`src/rtl/memswap_pkg.sv`:
```
// Constants and state encodings shared by memory_reverser and memory_swapper.
// The swapper's three-step sequence and the reverser's wait window derive from SWAP_WAIT.
package memswap_pkg;

    localparam int unsigned SWAP_WAIT    = 3;
    localparam int unsigned SCRATCH_ADDR = 0;
    localparam int unsigned WAIT_CNT_W   = 2;

    // Counter value one cycle before the final WAIT cycle; the timer flag is registered.
    localparam logic [WAIT_CNT_W-1:0] WAIT_LAST_PRE = WAIT_CNT_W'(SWAP_WAIT - 2);
    localparam logic [WAIT_CNT_W-1:0] WAIT_CNT_ONE  = WAIT_CNT_W'(1);

    typedef enum logic [2:0] {
        ST_IDLE  = 3'd0,
        ST_ISSUE = 3'd1,
        ST_WAIT  = 3'd2,
        ST_DONE  = 3'd3,
        ST_ERR   = 3'd4
    } rev_state_e;

    typedef enum logic [1:0] {
        SW_IDLE    = 2'd0,
        SW_SAVE    = 2'd1,
        SW_COPY    = 2'd2,
        SW_RESTORE = 2'd3
    } swp_state_e;

endpackage

```
`src/rtl/memory_reverser_if.sv`:
```
// Control and swap-request bundle between a requester, memory_reverser and memory_swapper.
interface memory_reverser_if #(
    parameter int N = 8
);
    logic         start;
    logic [N-1:0] base;
    logic [N-1:0] limit;
    logic         busy;
    logic         done;
    logic         err;
    logic         swap;
    logic [N-1:0] address_A;
    logic [N-1:0] address_B;

    modport master (
        output start, base, limit,
        input  busy, done, err, swap, address_A, address_B
    );

    modport slave (
        input  start, base, limit,
        output busy, done, err, swap, address_A, address_B
    );
endinterface

```
`src/rtl/memory_reverser_timer.sv`:
```
// Counts the WAIT cycles after each swap request; last marks the final WAIT cycle.
module swap_wait_timer
    import memswap_pkg::*;
(
    input  logic clk,
    input  logic reset_n,
    input  logic run,
    output logic last
);
    logic [WAIT_CNT_W-1:0] cnt_r;
    logic                  last_r;

    // Wait counter with a one-cycle-early compare so last is a clean register output.
    always_ff @(posedge clk) begin
        if (!reset_n) begin
            cnt_r  <= '0;
            last_r <= 1'b0;
        end else if (run) begin
            cnt_r  <= cnt_r + WAIT_CNT_ONE;
            last_r <= (cnt_r == WAIT_LAST_PRE);
        end else begin
            cnt_r  <= '0;
            last_r <= 1'b0;
        end
    end

    assign last = last_r;
endmodule

```
`src/rtl/memory_reverser.sv`:
```
// Reverses the inclusive region [base, limit] by issuing outer-to-inner pair swaps
// to memory_swapper, one pair every 1 + SWAP_WAIT cycles.
module memory_reverser
    import memswap_pkg::*;
#(
    parameter int N = 8
) (
    input  logic             clk,
    input  logic             reset_n,
    memory_reverser_if.slave bus
);
    localparam logic [N-1:0] SCRATCH_N = N'(SCRATCH_ADDR);
    localparam logic [N-1:0] ONE_N     = N'(1);

    rev_state_e   state_r;
    logic [N-1:0] lo_r;
    logic [N-1:0] hi_r;
    logic [N-1:0] lo_nxt_s;
    logic [N-1:0] hi_nxt_s;
    logic [N-1:0] addr_a_r;
    logic [N-1:0] addr_b_r;
    logic         swap_r;
    logic         busy_r;
    logic         done_r;
    logic         err_r;
    logic         wait_run_s;
    logic         wait_last_s;

    // lo < hi holds whenever these are used, so neither step can wrap.
    assign lo_nxt_s   = lo_r + ONE_N;
    assign hi_nxt_s   = hi_r - ONE_N;
    assign wait_run_s = (state_r == ST_WAIT);

    swap_wait_timer u_wait (
        .clk     (clk),
        .reset_n (reset_n),
        .run     (wait_run_s),
        .last    (wait_last_s)
    );

    // Control FSM; every output is set on the edge that enters the state it belongs to.
    always_ff @(posedge clk) begin
        if (!reset_n) begin
            state_r  <= ST_IDLE;
            lo_r     <= '0;
            hi_r     <= '0;
            addr_a_r <= '0;
            addr_b_r <= '0;
            swap_r   <= 1'b0;
            busy_r   <= 1'b0;
            done_r   <= 1'b0;
            err_r    <= 1'b0;
        end else begin
            swap_r <= 1'b0;
            done_r <= 1'b0;
            err_r  <= 1'b0;
            case (state_r)
                ST_IDLE: begin
                    if (bus.start) begin
                        busy_r <= 1'b1;
                        if (bus.base == SCRATCH_N) begin
                            err_r   <= 1'b1;
                            state_r <= ST_ERR;
                        end else if (bus.base >= bus.limit) begin
                            done_r  <= 1'b1;
                            state_r <= ST_DONE;
                        end else begin
                            lo_r     <= bus.base;
                            hi_r     <= bus.limit;
                            addr_a_r <= bus.base;
                            addr_b_r <= bus.limit;
                            swap_r   <= 1'b1;
                            state_r  <= ST_ISSUE;
                        end
                    end else begin
                        busy_r <= 1'b0;
                    end
                end
                ST_ISSUE: begin
                    state_r <= ST_WAIT;
                end
                ST_WAIT: begin
                    if (wait_last_s) begin
                        lo_r <= lo_nxt_s;
                        hi_r <= hi_nxt_s;
                        if (lo_nxt_s < hi_nxt_s) begin
                            addr_a_r <= lo_nxt_s;
                            addr_b_r <= hi_nxt_s;
                            swap_r   <= 1'b1;
                            state_r  <= ST_ISSUE;
                        end else begin
                            done_r  <= 1'b1;
                            state_r <= ST_DONE;
                        end
                    end else begin
                        state_r <= ST_WAIT;
                    end
                end
                ST_DONE, ST_ERR: begin
                    busy_r  <= 1'b0;
                    state_r <= ST_IDLE;
                end
                default: begin
                    busy_r  <= 1'b0;
                    state_r <= ST_IDLE;
                end
            endcase
        end
    end

    assign bus.swap      = swap_r;
    assign bus.busy      = busy_r;
    assign bus.done      = done_r;
    assign bus.err       = err_r;
    assign bus.address_A = addr_a_r;
    assign bus.address_B = addr_b_r;
endmodule
```
`src/flat_wrapper.sv`:
```
// flat-port wrapper written by rule: the top's interface ports become plain ports
module memory_reverser_flat import memswap_pkg::*;
#(
    parameter int N = 8
)
  (clk, reset_n, bus_start, bus_base, bus_limit, bus_busy, bus_done, bus_err, bus_swap, bus_address_A, bus_address_B);
  memory_reverser_if #(.N(N)) bus_i ();
  input  logic clk;
  input  logic reset_n;
  input wire logic [$bits(bus_i.start)-1:0] bus_start;
  input wire logic [$bits(bus_i.base)-1:0] bus_base;
  input wire logic [$bits(bus_i.limit)-1:0] bus_limit;
  output wire logic [$bits(bus_i.busy)-1:0] bus_busy;
  output wire logic [$bits(bus_i.done)-1:0] bus_done;
  output wire logic [$bits(bus_i.err)-1:0] bus_err;
  output wire logic [$bits(bus_i.swap)-1:0] bus_swap;
  output wire logic [$bits(bus_i.address_A)-1:0] bus_address_A;
  output wire logic [$bits(bus_i.address_B)-1:0] bus_address_B;
  assign bus_i.start = bus_start;
  assign bus_i.base = bus_base;
  assign bus_i.limit = bus_limit;
  assign bus_busy = bus_i.busy;
  assign bus_done = bus_i.done;
  assign bus_err = bus_i.err;
  assign bus_swap = bus_i.swap;
  assign bus_address_A = bus_i.address_A;
  assign bus_address_B = bus_i.address_B;
  memory_reverser #(.N(N)) u_core (.clk(clk), .reset_n(reset_n), .bus(bus_i));
endmodule
```
`config.mk`:
```
export PLATFORM = sky130hd
export DESIGN_NAME = memory_reverser_flat
export DESIGN_NICKNAME = d
export VERILOG_FILES = /design/src/rtl/memswap_pkg.sv /design/src/rtl/memory_reverser_if.sv /design/src/rtl/memory_reverser_timer.sv /design/src/rtl/memory_reverser.sv /design/src/flat_wrapper.sv
export SDC_FILE = /design/constraint.sdc
export NUM_CORES = 1
export LEC_CHECK = 0
export BUFFER_PORTS_ARGS = -buffer_cell sky130_fd_sc_hd__buf_4
export CAP_MARGIN = 20
export CORE_MARGIN = 2
export CORE_UTILIZATION = 41
export DETAILED_ROUTE_END_ITERATION = 7
export GPL_ROUTABILITY_DRIVEN = 0
export GPL_TIMING_DRIVEN = 0
export SYNTH_ARGS = -nofsm -noshare
export SYNTH_HDL_FRONTEND = slang
export SYNTH_SLANG_ARGS = --single-unit
```
`constraint.sdc`:
```
create_clock -name clk -period 8 [get_ports clk]
set_input_delay 0.8 -clock clk [delete_from_list [all_inputs] [get_ports clk]]
set_output_delay 0.8 -clock clk [all_outputs]
set_load 0.05 [all_outputs]
```
==> results.yml, run 1 <==
outcome:
  status: "complete, no violations"
drt:
  final_antenna_net_count: 0
  wl_per_cell_um: 13.9
  drtPass1Iterations: 4
  num_vias: 1942
  drtIter0Drc: 49
  wirelength_met1_mm: 2.66
  drc_errors: 0
  routed_wl_mm: 5.43
  top_layer_used: "met4"
  wl_met2_mm: 2.51
  avgViaCountPerCell: 4.98
  met3WireLength_um: 166
synthesis:
  synth-simple-area-share: 0.188
  ys_ff_latch: 42
  syn_area_per_cell_sq_um: 9.04
  yosys.cell_types.count: 42
  synth_xor_area_frac: 0.0540
  syn_nets: 306
  synth_area_sq_mm: 0.00243
  synth-compound-area-share: 0.143
  synth_top_family_by_area: "simple AND/OR/NAND/NOR gates"
  synth_cells: 269
  yosysWarningCount: 0
  synth_fa_ha_area_frac: 0.0926
  synth_mux_area_frac: 0.132
  seq_area_frac_synth: 0.346
timing:
  setup_tns_ns: 0
  rsz0062_at_grt: "no"
  maxSlewHeadroom: 0.616
  fin_ws_ns: 4.95
  min_period_over_period: 0.381
  hold_violations: 0
  setup_viol_count_final: 0
  fmax_mhz: 328
  fin_skew_ns: 0.00715
  period_needed_ns: 3.05
  tightest_slew_ns: 0.576
  maxSlewViolCount: 0
grt:
  antenna_found_initial: 0
  grt-ovfl-total: 0
  grt_max_degree: 13
  globalRouteTotalUtil: 0.181
  grt_pass1_vias: 1827
  grt_pass1_wl_mm: 8.94
worst_hold_path:
  hold_path_depth: 1
  min_to: "u_core.u_wait.cnt_r[0]$_SDFF_PN0_"
  worstHoldStart: "u_core.u_wait.cnt_r[0]$_SDFF_PN0_"
  hold_path_class: "reg -> reg"
clock_tree:
  clkTransAtPathRegs_ns: 0.08
  hold_buffers: 0
  cts_tree: "built"
  clk_latency_ns: 0.30
  cts_buffer_depth: 2
  cts_buffers: 5
  cts_setup_buffers: 0
  cts.sinks: 42
  post_cts_resize_count: 0
  clock-root-buffer: "clkbuf_8"
  cts_htree_levels: 2
power:
  p_per_area_mw_per_mm2: 203
  ir_worst_vdd_uv: 77.7
  power_leakage_nw: 1.38
placed_design:
  placed_cells: 382
  postPlaceCellArea_sq_mm: 0.00281
  dp_hpwl_mm: 4.19
  io_buffers: 38
  preCtsSetupSlack_ns: 4.95
finish:
  fill_cells: 590
  final_common_cell: "nand2_1"
  ff_latch_area_sq_um: 841
  final_cells: 390
  drive_above_1_share: 0.219
  nets: 351
  diodes: 0
  multi_input_area_sq_mm: 0.00148
  postLayoutCellArea_sq_mm: 0.00290
  syn2layout_area_growth_pct: 19.3
  layout_common_cells: "46 x nand2_1, 42 x dfxtp_1, 38 x buf_4"
die:
  die_height_um: 81.0
  dieArea_sq_mm: 0.00656
  fp.coreArea_sq_mm: 0.00582
  dieWidth_um: 81.0
  rows: 28
  ios: 39
  start_util: 0.418
critical_path:
  start_kind: "flop"
  timing.rr.end: "u_core.bus.address_B[4]$_SDFFE_PN0P_"
  r2r_cells: 11
  critPathRequiredTime_ns: 8.18
  ff2ff_setup_slack_ns: 4.95
  arrival_ns: 3.22
  cp-end-kind: "flop"
  r2r_start: "u_core.hi_r[0]$_SDFFE_PN0P_"
  crit_fanout: 10
  crit_type: "reg -> reg"
job:
  max_cap_viol_count: 0
## power by group
group          internal, mW  total, mW  switching (mW)
registers             0.229      0.245          0.0161
logic                0.0818      0.201           0.119
clock network        0.0697      0.143          0.0732
## flip-flops by register name, summed over array words and instances (netlist names), 2 cells and up
register and flops:
u_core.bus.address_A 8, u_core.u_wait.cnt_r 2, u_core.lo_r 8, u_core.state_r 3, u_core.bus.address_B 8, u_core.hi_r 8
## worst max-delay path by stage
stage                                            to                   startpoint  slack (ns)  cells after the start
2_1_floorplan  u_core.bus.address_A[7]$_SDFFE_PN0P_  u_core.hi_r[0]$_SDFFE_PN0P_        5.41                      9
3_3_place_gp   u_core.bus.address_B[1]$_SDFFE_PN0P_  u_core.hi_r[0]$_SDFFE_PN0P_        4.93                     11
3_5_place_dp   u_core.bus.address_A[2]$_SDFFE_PN0P_  u_core.hi_r[0]$_SDFFE_PN0P_        4.95                     11
4_1_cts        u_core.bus.address_A[2]$_SDFFE_PN0P_  u_core.hi_r[0]$_SDFFE_PN0P_        4.92                     11
5_1_grt        u_core.bus.address_A[4]$_SDFFE_PN0P_  u_core.hi_r[0]$_SDFFE_PN0P_        4.70                     11
6_report       u_core.bus.address_B[4]$_SDFFE_PN0P_  u_core.hi_r[0]$_SDFFE_PN0P_        4.95                     11
## through the flow
| stage | hold WS (ns) | power, mW | utilization |
|---|---|---|---|
| 2_1_floorplan | 0.398 | 0.397 | - |
| 3_3_place_gp | 0.410 | 0.450 | 0.483 |
| 3_5_place_dp | 0.418 | 0.451 | 0.483 |
| 4_1_cts | 0.430 | 0.596 | 0.499 |
| 5_1_grt | 0.451 | 0.626 | 0.499 |
| 6_report | 0.427 | 0.589 | 0.499 |
## final cells by class
class	instances	area share
multi-input combinational	202	0.510
sequential	42	0.290
timing repair buffer	38	0.0983
tap	75	0.0323
clock buffer	7	0.0297
buffer	13	0.0224
inverter	12	0.0155
clock inverter	1	0.00172
## critical path, stage by stage, from the launching register on
cell,delay (ns)
dfxtp_1,0.35
inv_1,0.10
ha_1,0.18
nor3b_1,0.40
nand2_1,0.12
xor2_1,0.23
ha_1,0.30
a21o_1,0.20
a221oi_2,0.52
a21oi_4,0.21
buf_6,0.20
mux2i_1,0.12
## logic make-up (layout without fill, tap and decap cells)
logic type               after synthesis  after routing
AO/OA/AOI/OAI                         45             45
XOR/XNOR                              15             15
AND/OR/NAND/NOR                       93             93
buffers and inverters                 25             71
multiplexers                          31             31
adder cells (fa/ha/maj)               18             18
flip-flops                            42             42
## metal layers
| layer | vias up | global-route usage |
|---|---|---|
| met5 | - | 0 |
| met4 | 0 | 0.0610 |
| met3 | 8 | 0.0433 |
| met2 | 25 | 0.288 |
| met1 | 890 | 0.240 |
| li1 | 1019 | - |
## cells in the mapped netlist, drive strengths merged
cell,instances,share of area
inv,12,0.019
ha,18,0.093
or4,1,0.0031
dfxtp,42,0.35
a211oi,4,0.014
nor3b,3,0.0093
nor2b,2,0.0051
o31ai,1,0.0031
a2111oi,1,0.011
a31oi,1,0.0026
xor2,7,0.025
o211a,1,0.0041
nand2,46,0.071
o21a,1,0.0031
clkbuf,10,0.015
o22a,1,0.0036
o211ai,8,0.025
or3b,2,0.0072
nand2b,5,0.016
nand3,3,0.0062
a21o,5,0.015
xnor2,8,0.029
o21ai,11,0.023
a21oi,7,0.019
nor4,5,0.015
or2,2,0.0051
buf,3,0.011
o2111a,1,0.0046
and2,9,0.023
mux2,8,0.037
o21ba,2,0.0082
a221oi,1,0.0062
nor3,4,0.0082
mux2i,23,0.095
nor2,11,0.018
Note: power is estimated with default switching activity, not from simulation.
==> inputs of run 2 (changes only) <==
- clock period: 8 -> 3.1 ns (I/O delays scaled with it)
==> run 2 against run 1 <==
  * Register-to-register slack worse by 4.7 ns
  * Combinational power rose to 2.6 times the previous value
  * Global-route usage unchanged
  * Sequential share of layout area down 0.16 points
  * Sequential power grew to 2.6 times the previous value
  * Worst setup slack got worse by 4.7 ns
  * Largest cell class unchanged
==> results.yml, run 2 (synthesized netlist as in run 1, its figures left out) <==
outcome:
  status: "complete, no violations"
power:
  p_switching_mw: 0.542
  swShare: 0.355
  p_per_area_mw_per_mm2: 523
  comb_power_share: 0.346
  power.total_mw: 1.53
  power_leakage_nw: 1.39
  internal_power_mw: 0.986
  ir_worst_vdd_uv: 201
  power.share.clock: 0.239
  p_seq_frac: 0.415
drt:
  wl_met2_mm: 2.50
  wirelength_met1_mm: 2.65
  routed_wl_mm: 5.42
  drtPass1Iterations: 4
  met3WireLength_um: 174
  top_layer_used: "met4"
  avgViaCountPerCell: 4.97
  drtIter0Drc: 55
  final_antenna_net_count: 0
  wl_per_cell_um: 13.9
  num_vias: 1940
  drc_errors: 0
job:
  max_cap_viol_count: 0
clock_tree:
  cts_tree: "built"
  cts_buffer_depth: 2
  cts_buffers: 5
  clock-root-buffer: "clkbuf_8"
  cts_htree_levels: 2
  cts.sinks: 42
  clk_latency_ns: 0.29
  clkTransAtPathRegs_ns: 0.08
  cts_setup_buffers: 0
placed_design:
  dp_hpwl_mm: 4.19
  io_buffers: 38
finish:
  drive_above_1_share: 0.222
  final_common_cell: "nand2_1"
  diodes: 0
  syn2layout_area_growth_pct: 20.0
  layout_common_cells: "46 x nand2_1, 42 x dfxtp_1, 38 x buf_4"
  nets: 351
  fill_cells: 589
grt:
  antenna_found_initial: 0
  globalRouteTotalUtil: 0.181
  grt_pass1_wl_mm: 8.94
  grt-ovfl-total: 0
  grt_pass1_vias: 1827
  grt_max_degree: 13
timing:
  min_period_over_period: 0.933
  setup_viol_count_final: 0
  fmax_mhz: 346
  maxSlewViolCount: 0
  rsz0062_at_grt: "no"
  tightest_slew_ns: 0.543
  fin_skew_ns: 0.00507
  hold_violations: 0
  maxSlewHeadroom: 0.634
  period_needed_ns: 2.89
  setup_tns_ns: 0
die:
  rows: 28
  ios: 39
  fp.coreArea_sq_mm: 0.00582
  start_util: 0.418
  dieArea_sq_mm: 0.00656
  dieWidth_um: 81.0
  die_height_um: 81.0
critical_path:
  crit_fanout: 10
  cpMaxStageDelayCell: "or4_1"
  cp-end-kind: "flop"
  ff2ff_setup_slack_ns: 0.21
  cp_slowest_stage_delay_ns: 0.61
  start_kind: "flop"
  path_cells: "or4_1, nor4_2, xnor2_1, ha_1, o2111a_1, a221oi_4, a21oi_4, buf_6, mux2i_1"
  timing.rr.end: "u_core.bus.address_A[7]$_SDFFE_PN0P_"
  crit_end: "u_core.bus.address_A[7]$_SDFFE_PN0P_"
  arrival_ns: 3.07
  crit_start: "u_core.hi_r[0]$_SDFFE_PN0P_"
  crit_type: "reg -> reg"
  r2r_start: "u_core.hi_r[0]$_SDFFE_PN0P_"
  r2r_cells: 9
  critPathRequiredTime_ns: 3.28
worst_hold_path:
  hold_path_class: "in -> reg"
[run 2: cell count changes in the layout (fill, tap and decap cells not counted)]
cell | previous run | this run
nor3b_1 | 3 | 2
nor3b_2 | 0 | 1
a221oi_2 | 1 | 0
a221oi_4 | 0 | 1
[run 2: power by group through the flow]
stage | Combinational [mW] | Sequential [mW] | Clock (mW)
final | 0.528 | 0.633 | 0.366
after global routing | 0.581 | 0.640 | 0.406
after CTS | 0.523 | 0.632 | 0.384
after detailed placement | 0.520 | 0.644 | 0
after global placement | 0.517 | 0.643 | 0
after floorplan | 0.302 | 0.722 | 0
[run 2: metrics by stage]
step           area (sq um)  std cells  worst slack, ns  hold slack, ns   util
3_3_place_gp           2810        382           0.0335           0.410  0.483
2_1_floorplan          2430        269            0.514           0.398      -
3_5_place_dp           2810        382           0.0531           0.418  0.483
6_report               2920        390            0.208           0.298  0.502
4_1_cts                2900        390           0.0222           0.290  0.499
5_1_grt                2920        390           0.0515           0.290  0.502
[run 2: final cells by class]
type | instances | area (sq um) | share of cell area
clock buffer | 7 | 86.3 | 0.0296
inverter | 12 | 45.0 | 0.0154
sequential | 42 | 841 | 0.288
clock inverter | 1 | 5.00 | 0.00171
timing repair buffer | 38 | 285 | 0.0977
multi-input combinational | 202 | 1500 | 0.513
buffer | 13 | 65.1 | 0.0223
tap | 75 | 93.8 | 0.0321
[run 2: worst min path at each step]
stage	start	endpoint	slack, ns	depth (start not counted)
6_report	bus_start	u_core.state_r[2]$_SDFFE_PN0P_	0.30	3
5_1_grt	bus_start	u_core.state_r[2]$_SDFFE_PN0P_	0.29	3
4_1_cts	bus_start	u_core.state_r[2]$_SDFFE_PN0P_	0.29	3
3_5_place_dp	u_core.u_wait.cnt_r[0]$_SDFF_PN0_	u_core.u_wait.cnt_r[0]$_SDFF_PN0_	0.42	1
3_3_place_gp	u_core.u_wait.cnt_r[0]$_SDFF_PN0_	u_core.u_wait.cnt_r[0]$_SDFF_PN0_	0.41	1
2_1_floorplan	u_core.u_wait.cnt_r[0]$_SDFF_PN0_	u_core.u_wait.cnt_r[0]$_SDFF_PN0_	0.40	1
[run 2: critical path, delay by kind of cell (launching register included)]
kind,cells,cell delay (ns)
AND/OR/NAND/NOR,2,0.80
multiplexers,1,0.12
adder cells (fa/ha/maj),1,0.31
flip-flops,1,0.35
buffers and inverters,1,0.20
AO/OA/AOI/OAI,3,0.80
XOR/XNOR,1,0.18
[run 2: metal layers]
layer  track usage  vias to the layer above
met2         0.288                       29
li1              -                     1019
met4        0.0610                        0
met1         0.240                      884
met5             0                        -
met3        0.0433                        8
[run 2: repair_timing]
| item | 4_1_cts | 5_1_grt |
|---|---|---|
| hold buffers | 0 | 0 |
| resized for setup | 0 | 2 |
| endpoints found under the setup margin | 0 | 16 |
==> inputs of run 3 (changes only) <==
- ABC_AREA: unset -> 1
==> run 3 against run 2 <==
  * Synthesized cell count up 43%
  * Sequential power increased by 7.7%
  * Total power is 42% higher
  * Count of clock-buffer cells in the layout decreased by 1
  * Sequential share of layout area decreased by 2.8 points
  * Combinational power grew 78%
  * Final area is 11% higher
  * Fmax increased by 13%
  * Final cell count rose by 30%
  * Via count rose by 29%
  * Clock power is 50% higher
  * Worst setup slack better by 0.34 ns
==> results.yml, run 3 <==
timing:
  rsz0062_at_grt: "no"
  fin_skew_ns: 0.00595
  fin_ws_ns: 0.552
  setup_viol_count_final: 0
  hold_violations: 0
  holdWs_ns: 0.351
  maxSlewViolCount: 0
  min_period_over_period: 0.822
  setup_tns_ns: 0
  period_needed_ns: 2.55
  maxSlewHeadroom: 0.706
  fmax_mhz: 392
  tightest_slew_ns: 0.436
critical_path:
  critPathRequiredTime_ns: 3.31
  crit_type: "reg -> reg"
  cp-end-kind: "flop"
  ff2ff_setup_slack_ns: 0.55
  start_kind: "flop"
  crit_fanout: 10
  arrival_ns: 2.76
finish:
  multi_input_area_sq_mm: 0.00163
  utilization: 0.507
  postLayoutCellArea_sq_mm: 0.00324
  layout_common_cells: "84 x nand2_1, 61 x nor2_1, 42 x dfxtp_1"
  syn2layout_area_growth_pct: 19.0
  drive_above_1_share: 0.262
  diodes: 0
  fill_cells: 677
  ff_latch_area_sq_um: 841
  final_common_cell: "nand2_1"
  nets: 467
clock_tree:
  clock-root-buffer: "clkbuf_8"
  cts_setup_buffers: 0
  clk_latency_ns: 0.31
  cts_buffers: 5
  cts_htree_levels: 2
  cts.sinks: 42
  cts_buffer_depth: 2
  clkTransAtPathRegs_ns: 0.08
  hold_buffers: 0
  post_cts_resize_count: 0
  cts_tree: "built"
drt:
  final_antenna_net_count: 0
  drc_errors: 0
  wl_per_cell_um: 13.0
  routed_wl_mm: 6.62
  num_vias: 2496
  avgViaCountPerCell: 4.91
  drtIter0Drc: 147
  drtPass1Iterations: 4
grt:
  globalRouteTotalUtil: 0.199
  top_usage_layer: "met2"
  grt_max_degree: 14
  grt_pass1_vias: 2467
  use_met2: 0.339
  use_met1: 0.255
  antenna_found_initial: 0
  met3_usage: 0.0404
  grt_pass1_wl_mm: 11.5
  grt-ovfl-total: 0
die:
  dieArea_sq_mm: 0.00731
  ios: 39
  rows: 29
  die_height_um: 85.5
  fp.coreArea_sq_mm: 0.00639
  start_util: 0.426
  dieWidth_um: 85.5
synthesis:
  synth_common_cells: "84 x nand2_1, 61 x nor2_1, 42 x dfxtp_1, 31 x inv_1, 23 x a21oi_1"
  seq_area_frac_synth: 0.309
  yosys.area.top_type: "dfxtp_1"
  ys.flop_type: "dfxtp_1"
  synth_edf_count: 0
  yosys.cell_types.count: 38
  ys_ff_latch: 42
  yosysWarningCount: 0
  syn_nets: 423
  synth_area_sq_mm: 0.00272
  synthArstFlopShare: 0
  syn_area_per_cell_sq_um: 7.05
  synth_top_area_frac: 0.309
  netlist_top_cells_area: "dfxtp_1 31%, nand2_1 12%, nor2_1 8.4%"
  post-synth-top-count-cell: "nand2_1"
  synth_cells: 386
power:
  power.share.clock: 0.252
  power_leakage_nw: 1.55
  internal_power_mw: 1.30
  p_seq_frac: 0.314
  p_per_area_mw_per_mm2: 670
  swShare: 0.399
  p_switching_mw: 0.867
  ir_worst_vdd_uv: 356
  comb_power_share: 0.433
placed_design:
  dp_hpwl_mm: 5.29
  postPlaceCellArea_sq_mm: 0.00310
  preCtsSetupSlack_ns: 0.559
  io_buffers: 37
job:
  max_cap_viol_count: 0
outcome:
  status: "complete, no violations"
worst_hold_path:
  hold_path_class: "in -> reg"
## run 3: stage by stage
step | power [mW] | std cells
after floorplan | 1.40 | 386
after global placement | 1.62 | 500
after CTS | 2.19 | 508
after global routing | 2.34 | 508
final | 2.17 | 508
after detailed placement | 1.63 | 500
## run 3: path summary, 6_finish.rpt
path         cells after the start                                   end                               from
max                             14  u_core.bus.address_B[0]$_SDFFE_PN0P_        u_core.lo_r[0]$_SDFFE_PN0P_
min                              3        u_core.state_r[0]$_SDFFE_PN0P_                          bus_start
max reg2reg                     14  u_core.bus.address_B[0]$_SDFFE_PN0P_        u_core.lo_r[0]$_SDFFE_PN0P_
min reg2reg                      1     u_core.u_wait.cnt_r[0]$_SDFF_PN0_  u_core.u_wait.cnt_r[0]$_SDFF_PN0_
## run 3: kinds of logic after synthesis
logic type,synth area share
AOI/OAI and AO/OA,0.0983
xor gates and xnor gates,0.0161
adders and majority gates,0.0827
buffers and inverters,0.0937
DFF,0.309
muxes,0.00368
and+or+nand+nor,0.397
## run 3: critical path, stage by stage, from the launching register on
cell and delay [ns]:
dfxtp_1 0.44, nand3_1 0.20, nor3_2 0.29, nand2_1 0.08, nand2_1 0.08, nand2_1 0.07, ha_1 0.32, a21oi_1 0.16
o21a_1 0.23, nand4_4 0.13, nand2_4 0.12, buf_8 0.15, nand2_2 0.06, nand2_2 0.08, nor2_2 0.03
## run 3: cell type report
cell class,instances,share of cell area
Buffer,16,0.0375
Clock buffer,6,0.0255
Clock inverter,2,0.0185
Inverter,35,0.0413
Multi-Input combinational cell,293,0.502
Sequential cell,42,0.260
Tap cell,77,0.0297
Timing Repair Buffer,37,0.0857
## run 3: per-layer routing
layer | up-vias | wire (um)
met5 | - | 0
met4 | 0 | 69
met3 | 6 | 202
met2 | 29 | 3240
met1 | 1145 | 3100
li1 | 1316 | -
## run 3: power groups by stage
stage | Clock [mW] | Sequential, mW | Combinational, mW
floorplan | 0 | 0.798 | 0.603
global route | 0.581 | 0.694 | 1.06
detailed placement | 0 | 0.695 | 0.936
finish | 0.548 | 0.682 | 0.940
CTS | 0.563 | 0.682 | 0.941
global placement | 0 | 0.693 | 0.922
